### config.mk
export PLATFORM = sky130hd
export DESIGN_NAME = vga_timing_gen
export DESIGN_NICKNAME = d
export VERILOG_FILES = /design/src/rtl/vga_pkg.sv /design/src/rtl/vga_axis_cnt.sv /design/src/rtl/vga_timing_gen.sv
export SDC_FILE = /design/constraint.sdc
export NUM_CORES = 1
export LEC_CHECK = 0
export BUFFER_PORTS_ARGS = -buffer_cell sky130_fd_sc_hd__buf_2
export CAP_MARGIN = 20
export CORE_MARGIN = 1
export CORE_UTILIZATION = 24
export CTS_BUF_LIST = sky130_fd_sc_hd__clkbuf_8 sky130_fd_sc_hd__clkbuf_16
export CTS_CLUSTER_DIAMETER = 200
export DETAILED_ROUTE_END_ITERATION = 8
export PLACE_DENSITY = 0.39
export REMOVE_ABC_BUFFERS = 1
export SLEW_MARGIN = 20
export SYNTH_ARGS = -nofsm -noshare
export SYNTH_HDL_FRONTEND = slang
export SYNTH_HIERARCHICAL = 1
export SYNTH_SLANG_ARGS = --single-unit
### constraint.sdc
create_clock -name clk -period 10.4 [get_ports clk]
set_input_delay 1.56 -clock clk [delete_from_list [all_inputs] [get_ports clk]]
set_output_delay 1.56 -clock clk [all_outputs]
set_load 0.03 [all_outputs]
### src/rtl/vga_pkg.sv
// vga_pkg: shared types and constants for the raster timing generator.
//   vga_timing_t  packed timing set (h_active,h_fp,h_sync,h_bp,v_active,v_fp,v_sync,v_bp)
//   VGA_DEF_*     640x480@60 reset timing
//   h_total/v_total  line/frame totals, two bits wider than a field so a
//                    sum of four fields can never wrap
package vga_pkg;

  localparam int VGA_H_W = 12;
  localparam int VGA_V_W = 11;

  localparam int VGA_DEF_H_ACTIVE = 640;
  localparam int VGA_DEF_H_FP     = 16;
  localparam int VGA_DEF_H_SYNC   = 96;
  localparam int VGA_DEF_H_BP     = 48;
  localparam int VGA_DEF_V_ACTIVE = 480;
  localparam int VGA_DEF_V_FP     = 10;
  localparam int VGA_DEF_V_SYNC   = 2;
  localparam int VGA_DEF_V_BP     = 33;

  typedef struct packed {
    logic [VGA_H_W-1:0] h_active;
    logic [VGA_H_W-1:0] h_fp;
    logic [VGA_H_W-1:0] h_sync;
    logic [VGA_H_W-1:0] h_bp;
    logic [VGA_V_W-1:0] v_active;
    logic [VGA_V_W-1:0] v_fp;
    logic [VGA_V_W-1:0] v_sync;
    logic [VGA_V_W-1:0] v_bp;
  } vga_timing_t;

  function automatic logic [VGA_H_W+1:0] h_total(input logic [VGA_H_W-1:0] a,
                                                 input logic [VGA_H_W-1:0] fp,
                                                 input logic [VGA_H_W-1:0] s,
                                                 input logic [VGA_H_W-1:0] bp);
    return {2'b00, a} + {2'b00, fp} + {2'b00, s} + {2'b00, bp};
  endfunction

  function automatic logic [VGA_V_W+1:0] v_total(input logic [VGA_V_W-1:0] a,
                                                 input logic [VGA_V_W-1:0] fp,
                                                 input logic [VGA_V_W-1:0] s,
                                                 input logic [VGA_V_W-1:0] bp);
    return {2'b00, a} + {2'b00, fp} + {2'b00, s} + {2'b00, bp};
  endfunction

endpackage

### src/rtl/vga_axis_cnt.sv
// vga_axis_cnt: one raster axis (used for both horizontal and vertical).
// Holds the position counter and decodes the position it is about to move to,
// so the parent can register outputs that describe the new position.
//   clk, rst_n      clock, async active-low reset (counter -> RST_CNT)
//   step            advance one position this clock
//   len_*           active / front porch / sync / back porch lengths
//   pos             position after this clock (equals current when !step)
//   last            current position is the final one of the axis
//   pos_act         pos lies in the active region
//   pos_sync        pos lies in the sync region
module vga_axis_cnt #(
  parameter int W       = 12,
  parameter int RST_CNT = 0
) (
  input  logic         clk,
  input  logic         rst_n,
  input  logic         step,
  input  logic [W-1:0] len_active,
  input  logic [W-1:0] len_fp,
  input  logic [W-1:0] len_sync,
  input  logic [W-1:0] len_bp,
  output logic [W-1:0] pos,
  output logic         last,
  output logic         pos_act,
  output logic         pos_sync
);

  logic [W-1:0] cnt;
  logic [W:0]   total;
  logic [W:0]   sync_beg;
  logic [W:0]   sync_end;

  // Region boundaries are summed one bit wider; accepted timing sets keep the
  // total at or below 2^W, so these never wrap.
  always_comb begin
    total    = {1'b0, len_active} + {1'b0, len_fp} + {1'b0, len_sync} + {1'b0, len_bp};
    sync_beg = {1'b0, len_active} + {1'b0, len_fp};
    sync_end = sync_beg + {1'b0, len_sync};
    last     = ({1'b0, cnt} == total - (W+1)'(1));
    pos      = cnt;
    if (step) begin
      pos = last ? '0 : cnt + W'(1);
    end
    pos_act  = ({1'b0, pos} < {1'b0, len_active});
    pos_sync = ({1'b0, pos} >= sync_beg) && ({1'b0, pos} < sync_end);
  end

  always_ff @(posedge clk or negedge rst_n) begin
    if (!rst_n) begin
      cnt <= W'(RST_CNT);
    end else begin
      cnt <= pos;
    end
  end

endmodule

### src/rtl/vga_timing_gen.sv
// vga_timing_gen: runtime-reconfigurable VGA/DVI raster timing generator.
//   clk, rst_n        clock, async active-low reset
//   pix_stb           pixel enable; the raster advances only when high
//   cfg_valid/ready   handshake offering a new timing set (cfg_timing)
//   cfg_err           one-clock pulse: offered set rejected
//   hsync, vsync      syncs, active level HS_POL / VS_POL
//   de, x, y          active video and its column/row (0 outside active)
//   line_start, frame_start, animate  one-clock event pulses
// An accepted set waits in a shadow slot and becomes live on the pix_stb that
// wraps the last pixel of the frame, so a mode switch never tears a frame.
module vga_timing_gen
  import vga_pkg::*;
#(
  parameter int   H_W          = VGA_H_W,
  parameter int   V_W          = VGA_V_W,
  parameter int   DEF_H_ACTIVE = VGA_DEF_H_ACTIVE,
  parameter int   DEF_H_FP     = VGA_DEF_H_FP,
  parameter int   DEF_H_SYNC   = VGA_DEF_H_SYNC,
  parameter int   DEF_H_BP     = VGA_DEF_H_BP,
  parameter int   DEF_V_ACTIVE = VGA_DEF_V_ACTIVE,
  parameter int   DEF_V_FP     = VGA_DEF_V_FP,
  parameter int   DEF_V_SYNC   = VGA_DEF_V_SYNC,
  parameter int   DEF_V_BP     = VGA_DEF_V_BP,
  parameter logic HS_POL       = 1'b0,
  parameter logic VS_POL       = 1'b0
) (
  input  logic          clk,
  input  logic          rst_n,
  input  logic          pix_stb,
  input  logic          cfg_valid,
  output logic          cfg_ready,
  input  vga_timing_t   cfg_timing,
  output logic          cfg_err,
  output logic          hsync,
  output logic          vsync,
  output logic          de,
  output logic [H_W-1:0] x,
  output logic [V_W-1:0] y,
  output logic          line_start,
  output logic          frame_start,
  output logic          animate
);

  localparam vga_timing_t DEF_TIMING = '{
    h_active: VGA_H_W'(DEF_H_ACTIVE), h_fp: VGA_H_W'(DEF_H_FP),
    h_sync:   VGA_H_W'(DEF_H_SYNC),   h_bp: VGA_H_W'(DEF_H_BP),
    v_active: VGA_V_W'(DEF_V_ACTIVE), v_fp: VGA_V_W'(DEF_V_FP),
    v_sync:   VGA_V_W'(DEF_V_SYNC),   v_bp: VGA_V_W'(DEF_V_BP)
  };

  // Reset parks the raster on the final pixel so the first strobe enters (0,0).
  localparam int H_RST = DEF_H_ACTIVE + DEF_H_FP + DEF_H_SYNC + DEF_H_BP - 1;
  localparam int V_RST = DEF_V_ACTIVE + DEF_V_FP + DEF_V_SYNC + DEF_V_BP - 1;

  vga_timing_t live_q;
  vga_timing_t shadow_q;
  logic        shadow_full_q;

  logic [H_W-1:0] h_pos;
  logic           h_last, h_act, h_sync_on;
  logic [V_W-1:0] v_pos;
  logic           v_last, v_act, v_sync_on;
  logic           v_step;
  logic           frame_wrap;

  logic [VGA_H_W+1:0] cfg_h_sum;
  logic [VGA_V_W+1:0] cfg_v_sum;
  logic               cfg_bad;

  assign v_step     = pix_stb & h_last;
  assign frame_wrap = v_step & v_last;
  assign cfg_ready  = ~shadow_full_q;

  vga_axis_cnt #(.W(H_W), .RST_CNT(H_RST)) u_h_cnt (
    .clk        (clk),
    .rst_n      (rst_n),
    .step       (pix_stb),
    .len_active (H_W'(live_q.h_active)),
    .len_fp     (H_W'(live_q.h_fp)),
    .len_sync   (H_W'(live_q.h_sync)),
    .len_bp     (H_W'(live_q.h_bp)),
    .pos        (h_pos),
    .last       (h_last),
    .pos_act    (h_act),
    .pos_sync   (h_sync_on)
  );

  vga_axis_cnt #(.W(V_W), .RST_CNT(V_RST)) u_v_cnt (
    .clk        (clk),
    .rst_n      (rst_n),
    .step       (v_step),
    .len_active (V_W'(live_q.v_active)),
    .len_fp     (V_W'(live_q.v_fp)),
    .len_sync   (V_W'(live_q.v_sync)),
    .len_bp     (V_W'(live_q.v_bp)),
    .pos        (v_pos),
    .last       (v_last),
    .pos_act    (v_act),
    .pos_sync   (v_sync_on)
  );

  // A set is unusable if it has an empty active or sync region, or if a
  // total would not fit the counter (total-1 must be representable).
  always_comb begin
    cfg_h_sum = h_total(cfg_timing.h_active, cfg_timing.h_fp, cfg_timing.h_sync, cfg_timing.h_bp);
    cfg_v_sum = v_total(cfg_timing.v_active, cfg_timing.v_fp, cfg_timing.v_sync, cfg_timing.v_bp);
    cfg_bad   = (cfg_timing.h_active == '0) || (cfg_timing.h_sync == '0) ||
                (cfg_timing.v_active == '0) || (cfg_timing.v_sync == '0) ||
                (int'(cfg_h_sum) > (1 << H_W)) || (int'(cfg_v_sum) > (1 << V_W));
  end

  // Shadow handshake and live timing. Promotion only happens while the slot
  // is full, acceptance only while it is empty, so an offer landing on the
  // wrap edge is shadowed now and promoted at the following wrap.
  always_ff @(posedge clk or negedge rst_n) begin
    if (!rst_n) begin
      live_q        <= DEF_TIMING;
      shadow_q      <= DEF_TIMING;
      shadow_full_q <= 1'b0;
      cfg_err       <= 1'b0;
    end else begin
      cfg_err <= 1'b0;
      if (frame_wrap && shadow_full_q) begin
        live_q        <= shadow_q;
        shadow_full_q <= 1'b0;
      end
      if (cfg_valid && !shadow_full_q) begin
        if (cfg_bad) begin
          cfg_err <= 1'b1;
        end else begin
          shadow_q      <= cfg_timing;
          shadow_full_q <= 1'b1;
        end
      end
    end
  end

  // Raster outputs describe the position being entered. Decoding with the
  // pre-wrap live set is safe on a mode switch: position (0,0) is active and
  // outside sync under any accepted set.
  always_ff @(posedge clk or negedge rst_n) begin
    if (!rst_n) begin
      hsync       <= ~HS_POL;
      vsync       <= ~VS_POL;
      de          <= 1'b0;
      x           <= '0;
      y           <= '0;
      line_start  <= 1'b0;
      frame_start <= 1'b0;
      animate     <= 1'b0;
    end else begin
      line_start  <= v_step;
      frame_start <= frame_wrap;
      animate     <= v_step && (v_pos == V_W'(live_q.v_active));
      if (pix_stb) begin
        de    <= h_act & v_act;
        x     <= (h_act & v_act) ? h_pos : '0;
        y     <= (h_act & v_act) ? v_pos : '0;
        hsync <= h_sync_on ? HS_POL : ~HS_POL;
        vsync <= v_sync_on ? VS_POL : ~VS_POL;
      end
    end
  end

endmodule

==> results.json, run 1 <==
{
  "seqPwrFrac_pct": 35.3,
  "cp_slowest_cell": "a2111oi_0",
  "synth_top_cell_by_area": "dfrtp_1",
  "io_buffer_count": 126,
  "pwr-share-clk_pct": 37.8,
  "drt_wl_total_mm": 48.81,
  "setup_tns_ps": 0,
  "cpPeakStageDelay_ps": 610,
  "avgSynthCellArea_um2": 10.39,
  "clkLatencyLatePin_ps": 570,
  "core_area_mm2": 0.07161,
  "r2r_cells": 39,
  "synthXorXnorAreaFrac_pct": 5.158,
  "wl_per_cell_um": 17.53,
  "synthFlopType": "dfrtp_1",
  "synth-compound-area-share_pct": 12.75,
  "synth.mux.area_fraction_pct": 12.36,
  "power.switching_w": 0.0009064,
  "max_slew_margin_pct": 31.55,
  "synth_edf_count": 0,
  "holdBufCountCts": 0,
  "status": "completed",
  "fin_crit_ps": 9244,
  "synthAdderAreaFrac_pct": 18.96,
  "power.static_leakage_nw": 10.01,
  "place.gp.congestion": 0.8249,
  "clockBufferDepth": 3,
  "critPathMaxFanout": 24,
  "rsz0062_at_grt": "false",
  "swShare_pct": 32.38,
  "synth_top_family_by_area": "adder cells",
  "ys_types": 85,
  "ys_seq_area_share_pct": 34.61,
  "grt_max_degree": 72,
  "drc": 0,
  "ir_drop_v": 0.0001124,
  "grt_pass1_vias": 12980,
  "drt_first_pass_iters": 5,
  "hp-class": "register to register",
  "rows": 98,
  "worst_hold_slack_ps": 474.1,
  "fin_skew_ps": 17.31,
  "crit_cells": 39,
  "nets": 2140,
  "area_growth_pct": 15.99,
  "cellPowerDensity_mw_per_mm2": 138.9,
  "drt.antenna.violating_nets": 0,
  "grt_pass1_wl_mm": 76.76,
  "dpl.hpwl_mm": 39.70,
  "synthCells": 1672,
  "hold_violations": 0,
  "cpLargestDelayFamily": "compound AO/OA/AOI/OAI gates",
  "ys_top_cells_by_area": "dfrtp_1 (28%), ha_1 (13%), mux2_2 (7.7%)",
  "cts.sink_count": 238,
  "ctsHtreeMaxLevel": 1,
  "route.vias.total": 12540,
  "clk_pin_slew_ps": 60,
  "ys_warn_count": 6,
  "gr-total-overflow": 0,
  "fmax_mhz": 108.2,
  "synth.top_cell.area_share_pct": 27.95,
  "cts_resized": 0,
  "crit_path_end_kind": "register",
  "netlist_top_cells_count": "inv_1 (261), dfrtp_1 (194), ha_1 (180)",
  "start_util_pct": 24.26,
  "start_kind": "register",
  "ys_ff_latch": 238,
  "cts_root_buffer": "clkbuf_16",
  "ioPinCount": 127,
  "p_total_w": 0.002799,
  "synthSimpleGateAreaFrac_pct": 9.314,
  "hold_path_depth": 1,
  "antenna_cells": 0,
  "synth.most_common_cell": "inv_1",
  "p_int_w": 0.001893,
  "ys_async_sr_fraction_pct": 100.0,
  "post-cts-setup-buffers": 0,
  "die_y_um": 271.0,
  "final_layout_size_suffix_gt1_share_pct": 20.94,
  "fp.dieW_um": 271.0,
  "slew_viol_final": 0,
  "crit_type": "register to register",
  "worst-endpoint-arrival_ps": 9750,
  "cts_buffers": 29,
  "worst-path-buf-inv": 3,
  "grt_use_total_pct": 13.40,
  "dieArea_mm2": 0.07345,
  "fin_crit_sh_pct": 88.88,
  "required_ps": 10900,
  "setup_viol": 0,
  "via_per_inst": 4.504,
  "cts_tree": "yes",
  "drt_iter0_markers": 471,
  "antenna_found_initial": 4,
  "netlist_area_mm2": 0.01737,
  "worst_pin_slew_ps": 1026,
  "cap_viol_max_count": 0,
  "power_frac_comb_pct": 26.9
}
## cell type report
type / instances / area [µm²]
inverter: 263 / 987.2
timing repair buffer: 145 / 783.3
sequential: 238 / 6011
multi-input combinational: 1135 / 10180
clock buffer: 38 / 849.6
tap: 950 / 1189
fill: 7586 / 51460
clock inverter: 15 / 151.4
## state kept, by name, indices dropped and copies added (netlist names)
| register | count |
|---|---|
| cfg_err | 1 |
| hsync | 1 |
| u_h_cnt/cnt | 12 |
| live_q | 92 |
| line_start | 1 |
| shadow_q | 92 |
| y | 11 |
| vsync | 1 |
| animate | 1 |
| de | 1 |
| frame_start | 1 |
| x | 12 |
| shadow_full_q | 1 |
| u_v_cnt/cnt | 11 |
## through the flow
stage	setup WS [ps]	cells	util [%]	instance area (µm²)
detailed placement	1150	2731	26.74	19150
floorplan	2056	1636	-	17170
global route	173.3	2784	28.13	20150
global placement	1294	2731	26.74	19150
CTS	1091	2784	28.13	20150
finish	1156	2784	28.13	20150
## routing by layer
metal  share of wire (%)  vias to the layer above  GRT usage [%]
met5               0.057                        -              0
met4                 2.0                        4          3.420
met3                 2.4                       54          1.438
met2                  45                      145          21.32
met1                  50                     6178          19.17
li1                    -                     6159              -
## kinds of logic (layout without fill, tap and decap cells)
family                     Yosys count  after routing
and+or+nand+nor                    296            296
xor gates and xnor gates            99             99
adders and majority gates          232            232
DFF                                238            238
AOI/OAI and AO/OA                  317            317
buffers and inverters              299            461
muxes                              191            191
## path summary, 6_finish.rpt
path / start / to / slack (ps)
max: live_q[33] / x[2] / 1160
min: de / de / 470
max reg2reg: live_q[33] / x[2] / 1160
min reg2reg: de / de / 470
max in group asynchronous: rst_n / live_q[13] / 8050
min in group asynchronous: rst_n / x[2] / 930
## power groups by stage
stage	logic (W)	clock network (W)	registers [W]
after floorplan	0.000506	0	0.000998
after global placement	0.000762	0	0.00101
after detailed placement	0.000768	0	0.00100
after CTS	0.000772	0.00109	0.000988
after global routing	0.000859	0.00113	0.000992
final	0.000754	0.00106	0.000988
## cells in the final DEF, fill, tap and decap left out, types with 12 or more instances in the layout
cell type	count
o21ai_0	55
xnor2_1	65
nand3_1	29
inv_1	262
ha_1	180
fa_1	52
mux2_1	70
o21bai_1	12
nor2_1	62
nand4_1	24
nor4_1	15
dfstp_2	44
dfrtp_1	194
a21oi_1	72
and3_1	12
a21o_1	40
xor2_1	32
nand2b_1	20
clkbuf_16	29
nand2_1	48
a22o_1	24
buf_4	19
nor3_1	23
buf_2	125
nor2b_1	12
mux2_2	118
No activity file was read; power rests on OpenSTA's default activity.
==> run 2: changes to the inputs <==
ABC_AREA = 1   (was not set)
PLACE_DENSITY = 0.4   (was 0.39)
clock period = 8.4 ns   (was 10.4 ns; I/O delays follow)
==> run 2 against run 1 <==
Effect of this change: sequential share of layout area shrank 1.1 points; synthesized cell count up 36%; first-iteration DRC count up 56%; final area is 4.0% higher; sequential power up 31%; global-route usage grew 0.45 points; via count up 18%; clock power grew 19%.
==> results.json, run 2 <==
{
  "status": "completed",
  "ys_warn_count": 6,
  "cpPeakStageDelay_ps": 400,
  "slew_viol_final": 0,
  "synth.top_cell.area_share_pct": 26.49,
  "clk_pin_slew_ps": 60,
  "dieArea_mm2": 0.07746,
  "clkLatencyLatePin_ps": 560,
  "gr-total-overflow": 0,
  "start_util_pct": 24.45,
  "cts_buffers": 27,
  "synth.most_common_cell": "nand2_1",
  "fin_crit_ps": 7627,
  "max_slew_margin_pct": 34.87,
  "netlist_area_mm2": 0.01832,
  "start_kind": "register",
  "drc": 0,
  "mostFrequentLayoutCells": "nand2_1 (575), inv_1 (439), dfrtp_1 (194), ha_1 (180), buf_2 (125)",
  "hold_path_depth": 2,
  "required_ps": 8850,
  "p_total_w": 0.003733,
  "grt_pass1_vias": 15140,
  "area_growth_pct": 14.31,
  "rsz0062_at_grt": "false",
  "grt.met1_usage_pct": 19.84,
  "core_area_mm2": 0.07495,
  "seqCellArea_mm2": 0.006011,
  "setup_tns_ps": 0,
  "dp_cells": 3329,
  "synthCells": 2276,
  "netlist_top_cells_count": "nand2_1 (576), inv_1 (437), dfrtp_1 (194)",
  "antenna_found_initial": 6,
  "fmax_mhz": 131.1,
  "met3_usage_pct": 1.293,
  "dpl.hpwl_mm": 42.45,
  "place.gp.congestion": 0.8407,
  "r2r_cells": 44,
  "final_common_cell": "nand2_1",
  "ir_drop_v": 0.0001250,
  "ctsHtreeMaxLevel": 1,
  "fin_cells": 3380,
  "synth_top_cell_by_area": "dfrtp_1",
  "multi_input_area_mm2": 0.01032,
  "ys_types": 56,
  "cpMostUsedCell": "nand2_1",
  "cellPowerDensity_mw_per_mm2": 178.2,
  "clockBufferDepth": 3,
  "cts.sink_count": 238,
  "ys_top_cells_by_area": "dfrtp_1 (26%), ha_1 (12%), nand2_1 (12%)",
  "drt_wl_total_mm": 52.93,
  "cap_viol_max_count": 0,
  "synth_edf_count": 0,
  "io_buffer_count": 126,
  "drt_first_pass_iters": 5,
  "synthFlopType": "dfrtp_1",
  "ys_async_sr_fraction_pct": 100.0,
  "nets": 2718,
  "final_layout_size_suffix_gt1_share_pct": 17.47,
  "grt_max_degree": 117,
  "crit_type": "register to register",
  "use_met2_pct": 22.47,
  "cts_tree": "yes",
  "fillers": 8096,
  "fin_skew_ps": 28.14,
  "worst-endpoint-arrival_ps": 8080,
  "drt.antenna.violating_nets": 0,
  "reg_top3": "live_q: 92 flops, shadow_q: 92 flops",
  "power.static_leakage_nw": 11.44,
  "wl_per_cell_um": 15.66,
  "rows": 100,
  "hold_violations": 0,
  "route.vias.total": 14810,
  "via_per_inst": 4.383,
  "cts_root_buffer": "clkbuf_16",
  "fp.dieW_um": 278.3,
  "drt_iter0_markers": 735,
  "fin_crit_sh_pct": 90.80,
  "ys_ff_latch": 238,
  "worst_pin_slew_ps": 977.0,
  "ys_seq_area_share_pct": 32.80,
  "setup_viol": 0,
  "critPathMaxFanout": 24,
  "hp-class": "register to register",
  "grt_use_total_pct": 13.85,
  "crit_path_end_kind": "register",
  "holdBufCountCts": 0,
  "die_y_um": 278.3,
  "grt_busiest_layer": "met2",
  "cp_slowest_cell": "fa_1",
  "ioPinCount": 127,
  "avgSynthCellArea_um2": 8.051,
  "grt_pass1_wl_mm": 85.19
}
[run 2: cell families (layout without fill, tap and decap cells)]
| group | count (synthesis) | in the layout | share of synthesized area [%] |
|---|---|---|---|
| buf+inv | 509 | 643 | 11.03 |
| fa+ha+maj | 232 | 232 | 17.97 |
| simple gates | 976 | 976 | 24.16 |
| other cells | 0 | 1 | 0 |
| mux | 91 | 91 | 5.592 |
| compound gates | 166 | 166 | 5.340 |
| xor+xnor | 64 | 64 | 3.100 |
| flops | 238 | 238 | 32.80 |
[run 2: cell type report]
cell class	instances	share of cell area, %
diodes	1	0.01195
repair buffers	140	3.578
multi-input cells	1529	49.26
clock buffers	33	3.620
clock inverters	16	0.8900
well taps	969	5.788
flip-flops and latches	238	28.70
inverters	454	8.154
[run 2: critical path, delay by kind of cell (launching register included)]
| kind | cells | cell delay (ps) |
|---|---|---|
| adders and majority gates | 6 | 1750 |
| and+or+nand+nor | 20 | 2590 |
| buffers and inverters | 8 | 790 |
| xor gates and xnor gates | 2 | 440 |
| AOI/OAI and AO/OA | 8 | 1540 |
| DFF | 1 | 390 |
[run 2: path summary, 6_finish.rpt]
path,endpoint,start,slack [ps]
max in group asynchronous,live_q[50],rst_n,6370
max,y[9],live_q[80],770
max reg2reg,y[9],live_q[80],770
min reg2reg,shadow_q[61],shadow_q[61],470
min in group asynchronous,shadow_q[36],rst_n,770
min,shadow_q[61],shadow_q[61],470
[run 2: report_power, final]
group	internal, W	total [W]	switching, W	leakage, nW
Combinational	0.000388	0.00118	0.000797	7.86
Clock	0.000760	0.00126	0.000502	0.474
Sequential	0.00123	0.00129	0.0000560	3.10
Total	0.00238	0.00373	0.00135	11.4
[run 2: per-layer routing]
layer  vias up  part of all wire (%)
li1       7503                     -
met1      7058                    50
met2       194                    45
met3        51                   2.9
met4         8                   1.6
met5         -                 0.087
[run 2: stage by stage]
step / hold WS, ps / setup WS [ps] / cell area [µm²] / util [%]
6_report: 467.2 / 772.6 / 20950 / 27.95
5_1_grt: 487.9 / 12.38 / 20950 / 27.95
4_1_cts: 469.2 / 484.1 / 20930 / 27.92
3_5_place_dp: 457.8 / 561.1 / 19980 / 26.66
3_3_place_gp: 459.1 / 815.1 / 19980 / 26.66
2_1_floorplan: 445.6 / 674.7 / 18010 / -
[run 2: timing repair]
action	4_1_cts	5_1_grt
gates resized for setup	0	4
setup endpoints to repair	0	25
setup buffers	0	1
